==> src/rtl/acc_cpu_pkg.sv <==
// Shared definitions for the multicycle accumulator core:
// opcodes, FSM state encoding and a parameter sanity check.
package acc_cpu_pkg;

    localparam logic [3:0] OP_NOP = 4'h0;
    localparam logic [3:0] OP_LDA = 4'h1;
    localparam logic [3:0] OP_STA = 4'h2;
    localparam logic [3:0] OP_ADD = 4'h3;
    localparam logic [3:0] OP_SUB = 4'h4;
    localparam logic [3:0] OP_AND = 4'h5;
    localparam logic [3:0] OP_OR  = 4'h6;
    localparam logic [3:0] OP_XOR = 4'h7;
    localparam logic [3:0] OP_NOT = 4'h8;
    localparam logic [3:0] OP_JMP = 4'h9;
    localparam logic [3:0] OP_JZ  = 4'hA;
    localparam logic [3:0] OP_JNZ = 4'hB;
    localparam logic [3:0] OP_JC  = 4'hC;
    localparam logic [3:0] OP_LDI = 4'hD;
    localparam logic [3:0] OP_SHL = 4'hE;
    localparam logic [3:0] OP_HLT = 4'hF;

    typedef enum logic [1:0] {
        S_FETCH  = 2'd0,
        S_DECODE = 2'd1,
        S_EXEC   = 2'd2,
        S_HALT   = 2'd3
    } state_e;

    // The opcode field sits above the operand field, so both must fit.
    function automatic bit width_ok(input int dw, input int aw);
        return dw >= aw + 4;
    endfunction

endpackage

==> src/rtl/sp_ram.sv <==
// Single-write-port RAM with separate read address;
// read is combinational or registered depending on SYNC_RD.
module sp_ram #(
    parameter int DATA_W  = 16,
    parameter int ADDR_W  = 5,
    parameter bit SYNC_RD = 1'b0
) (
    input  logic              clk,
    input  logic              we_i,
    input  logic [ADDR_W-1:0] waddr_i,
    input  logic [DATA_W-1:0] wdata_i,
    input  logic [ADDR_W-1:0] raddr_i,
    output logic [DATA_W-1:0] rdata_o
);

    logic [DATA_W-1:0] mem_q [2**ADDR_W];

    always_ff @(posedge clk) begin
        if (we_i) begin
            mem_q[waddr_i] <= wdata_i;
        end
    end

    generate
        if (SYNC_RD) begin : g_sync
            logic [DATA_W-1:0] rd_q;
            // Read-before-write on a same-address collision.
            always_ff @(posedge clk) begin
                rd_q <= mem_q[raddr_i];
            end
            assign rdata_o = rd_q;
        end else begin : g_async
            assign rdata_o = mem_q[raddr_i];
        end
    endgenerate

endmodule

==> src/rtl/acc_cpu_mc.sv <==
// Multicycle accumulator CPU: FETCH/DECODE/EXEC FSM, flags,
// HALT state, retired-instruction counter and RAM load port.
module acc_cpu_mc
    import acc_cpu_pkg::*;
#(
    parameter int DATA_W = 16,
    parameter int ADDR_W = 5,
    parameter int CNT_W  = 16
) (
    input  logic              clk,
    input  logic              rst,
    input  logic              prog_we,
    input  logic              prog_sel,
    input  logic [ADDR_W-1:0] prog_addr,
    input  logic [DATA_W-1:0] prog_data,
    output logic [ADDR_W-1:0] pc_out,
    output logic [DATA_W-1:0] ir_out,
    output logic [DATA_W-1:0] acc_out,
    output logic [DATA_W-1:0] alu_out,
    output logic [DATA_W-1:0] dm_out,
    output logic [1:0]        state_out,
    output logic              zf,
    output logic              cf,
    output logic              halted,
    output logic [CNT_W-1:0]  instret
);

    generate
        if (!width_ok(DATA_W, ADDR_W)) begin : g_bad_w
            $error("acc_cpu_mc: DATA_W must be >= ADDR_W+4");
        end
    endgenerate

    state_e            state_q, state_d;
    logic [ADDR_W-1:0] pc_q, pc_d;
    logic [DATA_W-1:0] ir_q, ir_d;
    logic [DATA_W-1:0] acc_q, acc_d;
    logic              zf_q, zf_d;
    logic              cf_q, cf_d;
    logic [CNT_W-1:0]  cnt_q, cnt_d;

    logic [3:0]        op;
    logic [ADDR_W-1:0] opd;
    logic [DATA_W-1:0] k;
    logic [DATA_W-1:0] im_rd;
    logic [DATA_W-1:0] dm_rd;
    logic [DATA_W:0]   alu_w;
    logic              wr_acc, wr_cf, take, sta_we;

    assign op  = ir_q[DATA_W-1 -: 4];
    assign opd = ir_q[ADDR_W-1:0];
    assign k   = {{(DATA_W-ADDR_W){1'b0}}, opd};

    // Load port owns both RAMs while reset is held.
    sp_ram #(.DATA_W(DATA_W), .ADDR_W(ADDR_W), .SYNC_RD(1'b0)) u_imem (
        .clk     (clk),
        .we_i    (!rst && prog_we && !prog_sel),
        .waddr_i (prog_addr),
        .wdata_i (prog_data),
        .raddr_i (pc_q),
        .rdata_o (im_rd)
    );

    sp_ram #(.DATA_W(DATA_W), .ADDR_W(ADDR_W), .SYNC_RD(1'b1)) u_dmem (
        .clk     (clk),
        .we_i    (rst ? sta_we : (prog_we && prog_sel)),
        .waddr_i (rst ? opd : prog_addr),
        .wdata_i (rst ? acc_q : prog_data),
        .raddr_i (opd),
        .rdata_o (dm_rd)
    );

    always_comb begin
        alu_w = {cf_q, acc_q};
        case (op)
            OP_LDA:  alu_w = {cf_q, dm_rd};
            OP_ADD:  alu_w = {1'b0, acc_q} + {1'b0, dm_rd};
            OP_SUB:  alu_w = {1'b0, acc_q} - {1'b0, dm_rd};
            OP_AND:  alu_w = {cf_q, acc_q & dm_rd};
            OP_OR:   alu_w = {cf_q, acc_q | dm_rd};
            OP_XOR:  alu_w = {cf_q, acc_q ^ dm_rd};
            OP_NOT:  alu_w = {cf_q, ~acc_q};
            OP_LDI:  alu_w = {cf_q, k};
            OP_SHL:  alu_w = {acc_q, 1'b0};
            default: alu_w = {cf_q, acc_q};
        endcase
    end

    always_comb begin
        wr_acc = op inside {OP_LDA, OP_ADD, OP_SUB, OP_AND, OP_OR,
                            OP_XOR, OP_NOT, OP_LDI, OP_SHL};
        wr_cf  = op inside {OP_ADD, OP_SUB, OP_SHL};
        unique case (1'b1)
            (op == OP_JMP): take = 1'b1;
            (op == OP_JZ):  take = zf_q;
            (op == OP_JNZ): take = !zf_q;
            (op == OP_JC):  take = cf_q;
            default:        take = 1'b0;
        endcase
    end

    always_ff @(posedge clk) begin
        if (!rst) begin
            state_q <= S_FETCH;
        end else begin
            state_q <= state_d;
        end
    end

    always_comb begin
        state_d = state_q;
        case (state_q)
            S_FETCH:  state_d = S_DECODE;
            S_DECODE: state_d = S_EXEC;
            S_EXEC:   state_d = (op == OP_HLT) ? S_HALT : S_FETCH;
            default:  state_d = S_HALT;
        endcase
    end

    always_comb begin
        pc_d   = pc_q;
        ir_d   = ir_q;
        acc_d  = acc_q;
        zf_d   = zf_q;
        cf_d   = cf_q;
        cnt_d  = cnt_q;
        sta_we = 1'b0;
        case (state_q)
            S_FETCH: begin
                ir_d = im_rd;
                pc_d = pc_q + 1'b1;
            end
            S_EXEC: begin
                cnt_d  = cnt_q + 1'b1;
                sta_we = (op == OP_STA);
                if (wr_acc) begin
                    acc_d = alu_w[DATA_W-1:0];
                    zf_d  = (alu_w[DATA_W-1:0] == '0);
                end
                if (wr_cf) begin
                    cf_d = alu_w[DATA_W];
                end
                if (take) begin
                    pc_d = opd;
                end
            end
            default: ;
        endcase
    end

    always_ff @(posedge clk) begin
        if (!rst) begin
            pc_q  <= '0;
            ir_q  <= '0;
            acc_q <= '0;
            zf_q  <= 1'b0;
            cf_q  <= 1'b0;
            cnt_q <= '0;
        end else begin
            pc_q  <= pc_d;
            ir_q  <= ir_d;
            acc_q <= acc_d;
            zf_q  <= zf_d;
            cf_q  <= cf_d;
            cnt_q <= cnt_d;
        end
    end

    assign pc_out    = pc_q;
    assign ir_out    = ir_q;
    assign acc_out   = acc_q;
    assign alu_out   = alu_w[DATA_W-1:0];
    assign dm_out    = dm_rd;
    assign state_out = state_q;
    assign zf        = zf_q;
    assign cf        = cf_q;
    assign halted    = (state_q == S_HALT);
    assign instret   = cnt_q;

endmodule

==> config.mk <==
export PLATFORM = sky130hd
export DESIGN_NAME = acc_cpu_mc
export DESIGN_NICKNAME = d
export VERILOG_FILES = /design/src/rtl/acc_cpu_pkg.sv /design/src/rtl/sp_ram.sv /design/src/rtl/acc_cpu_mc.sv
export SDC_FILE = /design/constraint.sdc
export NUM_CORES = 1
export LEC_CHECK = 0
export ABC_AREA = 1
export CAP_MARGIN = 40
export CORE_UTILIZATION = 50
export DETAILED_ROUTE_END_ITERATION = 7
export PLACE_DENSITY = 0.69
export SLEW_MARGIN = 10
export SYNTH_ARGS = -nofsm -noshare
export SYNTH_HDL_FRONTEND = slang
export SYNTH_SLANG_ARGS = --single-unit
==> constraint.sdc <==
create_clock -name clk -period 3.05 [get_ports clk]
set_input_delay 0.305 -clock clk [delete_from_list [all_inputs] [get_ports clk]]
set_output_delay 0.305 -clock clk [all_outputs]
set_load 0.02 [all_outputs]
Word-level counts from Yosys, hierarchy flattened:

Memory sizes are Yosys's and may differ from the RTL's. A register that Yosys moved wholly into a read port is not among the register bits.
Index checks and enable logic that the tools add are counted.
W data, S select, Z words.

* add/sub/neg operators: 4
* equal/unequal tests: 19
* multiplexer cells: 14
* bitwise operators: 10
* reduce and logical (&&, ||, !) cells: 15

Operators by type and width (count)
* $pmux W17 S9: 1
* $eq A4 B4 Y1 const B: 8
* $add A16 B16 Y17: 1
* $sub A16 B16 Y17: 1
* $add A16 B1 Y16 const B: 1
* $and A16 B16 Y16: 1
* $eq A4 B3 Y1 const B: 4
* $logic_not A16 Y1: 1
* $mux W16: 1
* $not A16 Y16: 1
* $or A16 B16 Y16: 1
* $xor A16 B16 Y16: 1
* $mux W5: 2
* $pmux W5 S2: 1
* $reduce_bool A9 Y1: 1
* $eq A4 B2 Y1 const B: 2
* $reduce_and A8 Y1: 1
* $mux W1: 6
* $not A1 Y1: 6
* $pmux W2 S3: 1
* $add A5 B1 Y5 const B: 1
* $eq A2 B2 Y1 const B: 2
* $eq A4 B1 Y1 const B: 1
* $logic_not A1 Y1: 4
* other kinds (9): 12

* flip-flop bits (word level): 41
* memory bits (writable): 1024
* bits of input ports: 25
* output and inout bits: 90
* word-level logic and storage cells: 70
* memories: 2

Memories
* u_dmem.mem_q: words 32, bits a word 16, read ports 1, clocked after Yosys merged registers in 1, write ports 1, RTL line sp_ram.sv:16 `logic [DATA_W-1:0] mem_q [2**ADDR_W];`
* u_imem.mem_q: words 32, bits a word 16, read ports 1, clocked after Yosys merged registers in 1, write ports 1, RTL line sp_ram.sv:16

Longest topological paths before layout:

Gate-level depths: netlist of the first run.

* word-level depth: 5
* depth in mapped cells: 24
* depth with buffers taken out: 24

Hierarchy:

Synthesis of the first run repeated with hierarchy kept, for this count alone.

* cell total of the unflattened synthesis: 4552
* area, all modules: 47998.5 um^2

By module, submodules not included
* sp_ram (u_dmem): instances 1, cells an instance 1794, area each 21301.7 um^2
* sp_ram (u_imem): instances 1, cells an instance 1778, area each 20981.4 um^2
* acc_cpu_mc: instances 1, cells an instance 980, area each 5715.5 um^2

Worst setup path after synthesis of the first run:

OpenSTA, ideal clock, no wires.

* kind: reg2out
* start point: register u_dmem.g_sync.rd_q[0] (netlist: u_dmem.rdata_o[0]) (read register of u_dmem.mem_q)
* end point: output port alu_out[15]
* data arrival time: 2735 ps
* required time: 2745 ps
* slack: 10 ps
* stages on the path, launching flop included: 22
* buffers on the path: 1
* path through: dfxtp_1 -> inv_1 -> ha_1 -> inv_1 -> nor3_1 -> nand2_1 -> nor3_1 -> nand3_1 -> o21ai_0 -> xor2_1 -> ha_1 -> inv_1 -> nor3_1 -> and2_1 -> nand2_1 -> nand2_1 -> nand2_1 -> nand3_1 -> nand2_1 -> nand2_1 -> inv_1 -> buf_4

* word-level cells in the longest chain between the ends: 2
* elaborated cells on any way between the ends: 3
* classes of those cells: add/sub: 2; mux: 1

RTL lines
* start, declared: RTL line sp_ram.sv:26 `logic [DATA_W-1:0] rd_q;`
* $sub A16 B16 Y17 / $add A16 B16 Y17 (equally long branches): RTL line acc_cpu_mc.sv:78, acc_cpu_mc.sv:77
* $pmux W17 S9 *: RTL line acc_cpu_mc.sv:75 `case (op)`
* end, declared: RTL line acc_cpu_mc.sv:19 `output logic [DATA_W-1:0] alu_out,`

Every way passes the cells marked *; elsewhere a longest branch is shown, timed or not.

Final worst setup path of the first run:

Same ends and word-level chain as after synthesis.

==> results_dict.tcl, run 1 <==
set metrics [dict create \
    status "finished with violations" \
    violations "negative setup slack" \
    worst_hold_slack_ns 0.468 \
    finalClockSkew_ns 0.0349 \
    finalNetCount 4269 \
    cts_tree "yes" \
    synth-async-reset-ratio_pct 0 \
    cts_root_buf "clkbuf_16" \
    cts.reportedPaths.clkPinSlew_ns 0.06 \
    leakagePower_uw 0.0191 \
    dpl_cell_area_mm2 0.0506 \
    slew_headroom_pct 39.7 \
    dp_cells 5232 \
    synth_seq_cells 1097 \
    synth_top_area_share_pct 67.2 \
    layout_min_cycle_time_ns 3.72 \
    ys_types 42 \
    grt_pass1_vias 30500 \
    dieArea_mm2 0.0927 \
    grt_pass1_wl_um 195000 \
    die_y_um 304 \
    p_clk_share_pct 32.0 \
    synth_most_common_cell "edfxtp_1" \
    clock-sinks 1097 \
    min_path_type "reg2reg" \
    synth_top_family_by_area "compound AO/OA/AOI/OAI gates" \
    grt_max_degree 133 \
    drt-initial-drc-count 4123 \
    numCtsBuffers 108 \
    tightestPinTransition_ns 0.904 \
    yosys.area_share.simple_pct 11.2 \
    via_count 33000 \
    core_mm2 0.0903 \
    synth_top_area_cell "edfxtp_1" \
    hold_viol 0 \
    synth_xor_area_share_pct 0.287 \
    yosys-top-cells-area "edfxtp_1 (67%), o21ai_0 (6.8%), nor2_1 (5.7%)" \
    drt-wirelength-per-cell_um 24.3 \
    grt_overflow 0 \
    syn_to_final_growth_pct 20.8 \
    avgSynthCellArea_um2 11.8 \
    die-width_um 304 \
    yosys-top-cells-count "edfxtp_1 (1024), nor2_1 (700), o21ai_0 (624)" \
    ir_worst_vdd_mv 0.518 \
    synthFlopType "edfxtp_1" \
    netlist_area_mm2 0.0457 \
    start_util_pct 50.7 \
    gp_congestion 0.960 \
    critPathMostFrequentCell "nand2_2" \
    start_kind "register" \
    crit_arrival_ns 3.41 \
    ios 115 \
    numPortBuffers 114 \
    cpPeakStageDelay_ns 0.33 \
    required_ns 2.74 \
    setup_ws_ns -0.666 \
    grt_antenna_before_repair 5 \
    vias_per_cell 6.04 \
    n_fill_cell 6855 \
    drive_above_1_share_pct 17.6 \
    layout_worst_path_cycle_share_pct 122 \
    crit_path_cell_trace "inv_2 -> ha_4 -> inv_4 -> nor3_4 -> nand2_2 -> nor3_4 -> nand3_2 -> o21ai_2 -> xor2_1 -> ha_1 -> buf_4 -> nand3_1 -> nand2_1 -> a21oi_2 -> nand2_2 -> nand2_2 -> nand3_2 -> nand2_2 -> nand2_2 -> inv_2 -> buf_6" \
    num_antenna_cells 0 \
    drt-total-wl_um 133000 \
    synth_edf_count 1024 \
    syn-num-nets 3951 \
    fin_area_mm2 0.0553 \
    yosysSeqAreaShare_pct 70.4 \
    synth-adder-area-share_pct 1.44 \
    syn_inst 3874 \
    combPwrFrac_pct 26.9 \
    cp_slowest_cell "dfxtp_2" \
    setup_viol 15 \
    synth_compound_area_share_pct 12.9 \
    cts_buffer_depth 3 \
    drc 0 \
    dp_hpwl_um 81200 \
    clkLatencyLatePin_ns 0.69 \
    drt_first_pass_iters 6 \
    rows 110 \
    rsz0062_at_grt "yes" \
    switchingPower_uw 12900 \
    crit_type "reg2out" \
    fin_total_pwr_uw 41400 \
    h-tree-depth 3 \
    p_int_uw 28600 \
    p_per_area_mw_per_mm2 749 \
    synth_warnings 0 \
    swShare_pct 31.0 \
    track_usage_pct 28.2 \
    crit_fanout 3 \
    max_freq_ghz 0.269 \
    end_kind "output port" \
    final_antenna_net_count 0 \
    synth_mux_area_share_pct 0 \
    instances_no_fill 5456 \
    seq_power_share_pct 41.1 \
    final_max_slew_viol_count 0 \
    cap_viol_max_count 0 \
]
-- metal layers --
| layer | wire, um | vias to the layer above | GRT usage (%) |
|---|---|---|---|
| met5 | 40 | - | 0 |
| met4 | 4050 | 6 | 9.38 |
| met3 | 14100 | 212 | 5.06 |
| met2 | 61400 | 1812 | 44.0 |
| met1 | 52900 | 16100 | 40.0 |
| li1 | - | 14800 | - |
-- flip-flops by register name, indices dropped and copies added, names as in the netlist --
name	cells
acc_out	16
cf	1
instret	16
ir_out	16
pc_out	5
state_out	2
u_dmem.mem_q	512
u_dmem.rdata_o	16
u_imem.mem_q	512
zf	1
-- worst paths after layout --
kind,from,to,slack [ns],depth (start not counted)
worst max-delay path,u_dmem.rdata_o[0],alu_out[15],-0.67,21
worst min-delay path,ir_out[10],ir_out[10],0.47,2
worst max register to register,u_dmem.rdata_o[0],zf,0,23
worst min register to register,ir_out[10],ir_out[10],0.47,2
-- cells in the final DEF (no fill, tap or decap), types with 19 or more instances in the layout --
cell type | Yosys | routed
edfxtp_1 | 1024 | 1024
nor2_1 | 700 | 678
o21ai_0 | 624 | 602
buf_4 | 17 | 274
nand2_1 | 335 | 270
inv_1 | 173 | 140
o221ai_1 | 135 | 135
nand3_1 | 152 | 129
o22ai_1 | 128 | 128
clkbuf_16 | 0 | 110
clkdlybuf4s50_1 | 0 | 98
buf_12 | 0 | 63
dfxtp_1 | 73 | 59
a21oi_1 | 62 | 54
nand2_2 | 2 | 50
ha_1 | 51 | 37
nand4_1 | 34 | 34
inv_2 | 3 | 28
clkinv_2 | 0 | 24
a31oi_1 | 24 | 23
clkbuf_1 | 198 | 22
buf_6 | 1 | 22
clkinv_1 | 4 | 20
nand2_4 | 2 | 19
nand3_2 | 1 | 19
nor2_2 | 6 | 19
o21ai_2 | 0 | 19
-- power groups by stage --
stage | Sequential [uW] | Combinational [uW] | Clock (uW)
CTS | 17000 | 10400 | 13300
floorplan | 17500 | 4930 | 0
finish | 17000 | 11200 | 13200
global placement | 17300 | 9340 | 0
detailed placement | 17300 | 9400 | 0
global route | 17000 | 11900 | 13900
-- cells by family after synthesis --
| kind of cell | count (synthesis) |
|---|---|
| xor+xnor | 15 |
| fa+ha+maj | 52 |
| flops | 1097 |
| simple gates | 1263 |
| buf+inv | 433 |
| compound gates | 1014 |
-- worst max-delay path: cells and delay by family (launching register included) --
family                   cells  cell delay, ns
AO/OA/AOI/OAI                2            0.30
XOR/XNOR                     1            0.15
adder cells (fa/ha/maj)      2            0.43
buffers and inverters        5            0.42
flip-flops                   1            0.33
AND/OR/NAND/NOR             11            1.10
-- through the flow --
step / util [%] / setup slack, ns / TNS [ns]
finish: 61.2 / -0.666 / -6.32
global route: 61.2 / -0.864 / -9.22
CTS: 60.7 / -0.726 / -7.01
detailed placement: 56.1 / -0.694 / -6.54
global placement: 56.0 / -0.699 / -6.01
floorplan: - / 0.00983 / 0
-- layout make-up --
class                           instances  area [um2]  share of cell area [%]
Clock buffer                          137        2900                    5.24
Multi-Input combinational cell       2344       12800                    23.1
Inverter                              180         698                    1.26
Timing Repair Buffer                  461        4590                    8.31
Tap cell                             1176        1470                    2.66
Sequential cell                      1097       32200                    58.3
Clock inverter                         61         631                    1.14
-- what timing repair did --
item | CTS | global route
cloned | 0 | 0
setup buffers | 18 | 9
pin swaps | 63 | 76
setup endpoints to repair | 19 | 20
hold buffers | 0 | 0
gates resized for setup | 231 | 112
No activity file was read; power rests on OpenSTA's default activity.
==> run 2, diff against run 1 <==
--- a/config.mk
+++ b/config.mk
@@ -8,6 +8,7 @@
 export ABC_AREA = 1
 export CAP_MARGIN = 40
 export CORE_UTILIZATION = 50
+export CTS_CLUSTER_DIAMETER = 50
 export DETAILED_ROUTE_END_ITERATION = 7
 export PLACE_DENSITY = 0.69
 export SLEW_MARGIN = 10
==> results_dict.tcl, run 2 (same netlist as run 1, synthesis figures left out) <==
set metrics [dict create \
    gp_congestion 0.960 \
    core_mm2 0.0903 \
    crit_path_cell_trace "inv_2 -> ha_4 -> inv_4 -> nor3_4 -> nand2_2 -> nor3_4 -> nand3_2 -> o21ai_2 -> xor2_1 -> ha_1 -> inv_2 -> nor3_4 -> and2_1 -> nand2_1 -> nand2_1 -> nand2_1 -> nand3_2 -> nand2_2 -> nand2_2 -> inv_2 -> buf_6" \
    top_regs "u_dmem.mem_q x512, u_imem.mem_q x512" \
    dpl_worst_slack_ns -0.694 \
    dp_cells 5232 \
    clkLatencyLatePin_ns 0.71 \
    final_max_slew_viol_count 0 \
    violations "negative setup slack" \
    via_count 33000 \
    layout_worst_path_cycle_share_pct 124 \
    rsz0062_at_grt "yes" \
    drt-total-wl_um 133000 \
    min_to "u_imem.mem_q[15][15]" \
    drt-wirelength-per-cell_um 24.3 \
    vias_per_cell 6.04 \
    drt_first_pass_iters 6 \
    cap_viol_max_count 0 \
    numPortBuffers 114 \
    leakagePower_uw 0.0191 \
    grt_overflow 0 \
    finalClockSkew_ns 0.0331 \
    end_kind "output port" \
    setup_ws_ns -0.720 \
    layout_min_cycle_time_ns 3.77 \
    cts_root_buf "clkbuf_16" \
    grt_use_met3_pct 5.30 \
    dieArea_mm2 0.0927 \
    globalRouteMet2Util_pct 44.0 \
    grt_pass1_vias 30500 \
    crit_type "reg2out" \
    hold_buffers 0 \
    ios 115 \
    instances_no_fill 5466 \
    tightestPinTransition_ns 0.891 \
    drt-initial-drc-count 4222 \
    die_y_um 304 \
    rr_endpoint "zf" \
    max_freq_ghz 0.265 \
    mostFrequentLayoutCells "edfxtp_1 (1024), nor2_1 (681), o21ai_0 (603), buf_4 (275), nand2_1 (273)" \
    hold_viol 0 \
    drc 0 \
    grt_max_degree 133 \
    n_fill_cell 6859 \
    start_kind "register" \
    hp-start "prog_data[15]" \
    numCtsBuffers 111 \
    grt_antenna_before_repair 4 \
    cp_slowest_cell "ha_1" \
    h-tree-depth 3 \
    track_usage_pct 28.2 \
    multi_input_area_mm2 0.0127 \
    status "finished with violations" \
    syn_to_final_growth_pct 20.9 \
    start_util_pct 50.7 \
    r2r-start "u_dmem.rdata_o[0]" \
    cts_tree "yes" \
    cts.reportedPaths.clkPinSlew_ns 0.06 \
    hold_depth 1 \
    final_common_cell "edfxtp_1" \
    drive_above_1_share_pct 17.4 \
    register_area_mm2 0.0322 \
    die-width_um 304 \
    grt_pass1_wl_um 196000 \
    dp_hpwl_um 81200 \
    r2r_slack_ns 0 \
    cts_buffer_depth 3 \
    grt_use_met1_pct 40.1 \
    ir_worst_vdd_mv 0.601 \
    crit_arrival_ns 3.47 \
    crit_fanout 3 \
    p_per_area_mw_per_mm2 751 \
    rows 110 \
    cpPeakStageDelay_ns 0.36 \
    final_antenna_net_count 0 \
    required_ns 2.74 \
    slew_headroom_pct 40.6 \
    reg2reg_depth 27 \
    clock-sinks 1097 \
    grt_busiest_layer "met2" \
    setup_viol 15 \
    finalNetCount 4271 \
    min_path_type "in2reg" \
]
-- run 2: cell count changes in the layout (fill, tap and decap cells not counted), moves of 3 or more --
cell / delta
clkinv_2: -5
clkinv_1: +4
clkinvlp_4: +4
nand2_2: -4
clkinv_8: +3
diode_2: +3
inv_8: +3
nand2_1: +3
nor2_1: +3
nor2_2: -3
-- run 2: per-stage QoR --
| step | setup TNS (ns) | cell area (um2) | power, uW | hold slack [ns] | util, % |
|---|---|---|---|---|---|
| 3_3_place_gp | -6.01 | 50600 | 26600 | 0.456 | 56.0 |
| 3_5_place_dp | -6.54 | 50600 | 26700 | 0.462 | 56.1 |
| 6_report | -6.58 | 55300 | 41500 | 0.454 | 61.2 |
| 5_1_grt | -9.53 | 55300 | 43000 | 0.440 | 61.2 |
| 4_1_cts | -7.34 | 54900 | 40800 | 0.415 | 60.8 |
| 2_1_floorplan | 0 | 45700 | 22400 | 0.404 | - |
-- run 2: cell type report --
class                      count  area share, %
antenna                        3         0.0136
clock buffer                 137           5.27
clock inverter                69           1.22
inverter                     180           1.26
multi-input combinational   2344           23.0
sequential                  1097           58.3
tap                         1176           2.66
timing repair buffer         460           8.28
-- run 2: report_power, final --
part | total (uW) | internal (uW) | leakage [uW] | switching, uW
Combinational | 11100 | 4130 | 0.00748 | 6980
Clock | 13400 | 7600 | 0.00174 | 5770
Sequential | 17000 | 16800 | 0.00988 | 261
-- run 2: how the worst max path moves through the flow --
stage / startpoint / endpoint / slack, ns / cells past startpoint
CTS: u_dmem.rdata_o[0] / alu_out[14] / -0.75 / 21
finish: u_dmem.rdata_o[0] / alu_out[15] / -0.72 / 21
floorplan: u_dmem.rdata_o[0] / alu_out[15] / 0.01 / 21
global route: u_dmem.rdata_o[1] / alu_out[14] / -0.91 / 19
global placement: u_dmem.rdata_o[0] / alu_out[15] / -0.70 / 20
detailed placement: u_dmem.rdata_o[0] / alu_out[15] / -0.69 / 20
-- run 2: timing repair --
item / CTS / global route
endpoints found under the setup margin: 19 / 20
buffers inserted: 18 / 8
pin swaps: 64 / 67
hold endpoints to repair: 0 / 0
gates resized for setup: 231 / 100
-- run 2: layer usage --
metal | vias to the layer above | part of all wire (%)
met5 | - | 0.021
met2 | 1786 | 46
met4 | 4 | 3.1
met1 | 16200 | 40
li1 | 14800 | -
met3 | 211 | 10
-- run 2: critical path: cells and delay by family, from the launching register on --
| family | cells | cell delay [ns] |
|---|---|---|
| xor+xnor | 1 | 0.08 |
| fa+ha+maj | 2 | 0.50 |
| compound gates | 1 | 0.14 |
| buf+inv | 5 | 0.33 |
| simple gates | 12 | 1.37 |
| flops | 1 | 0.33 |
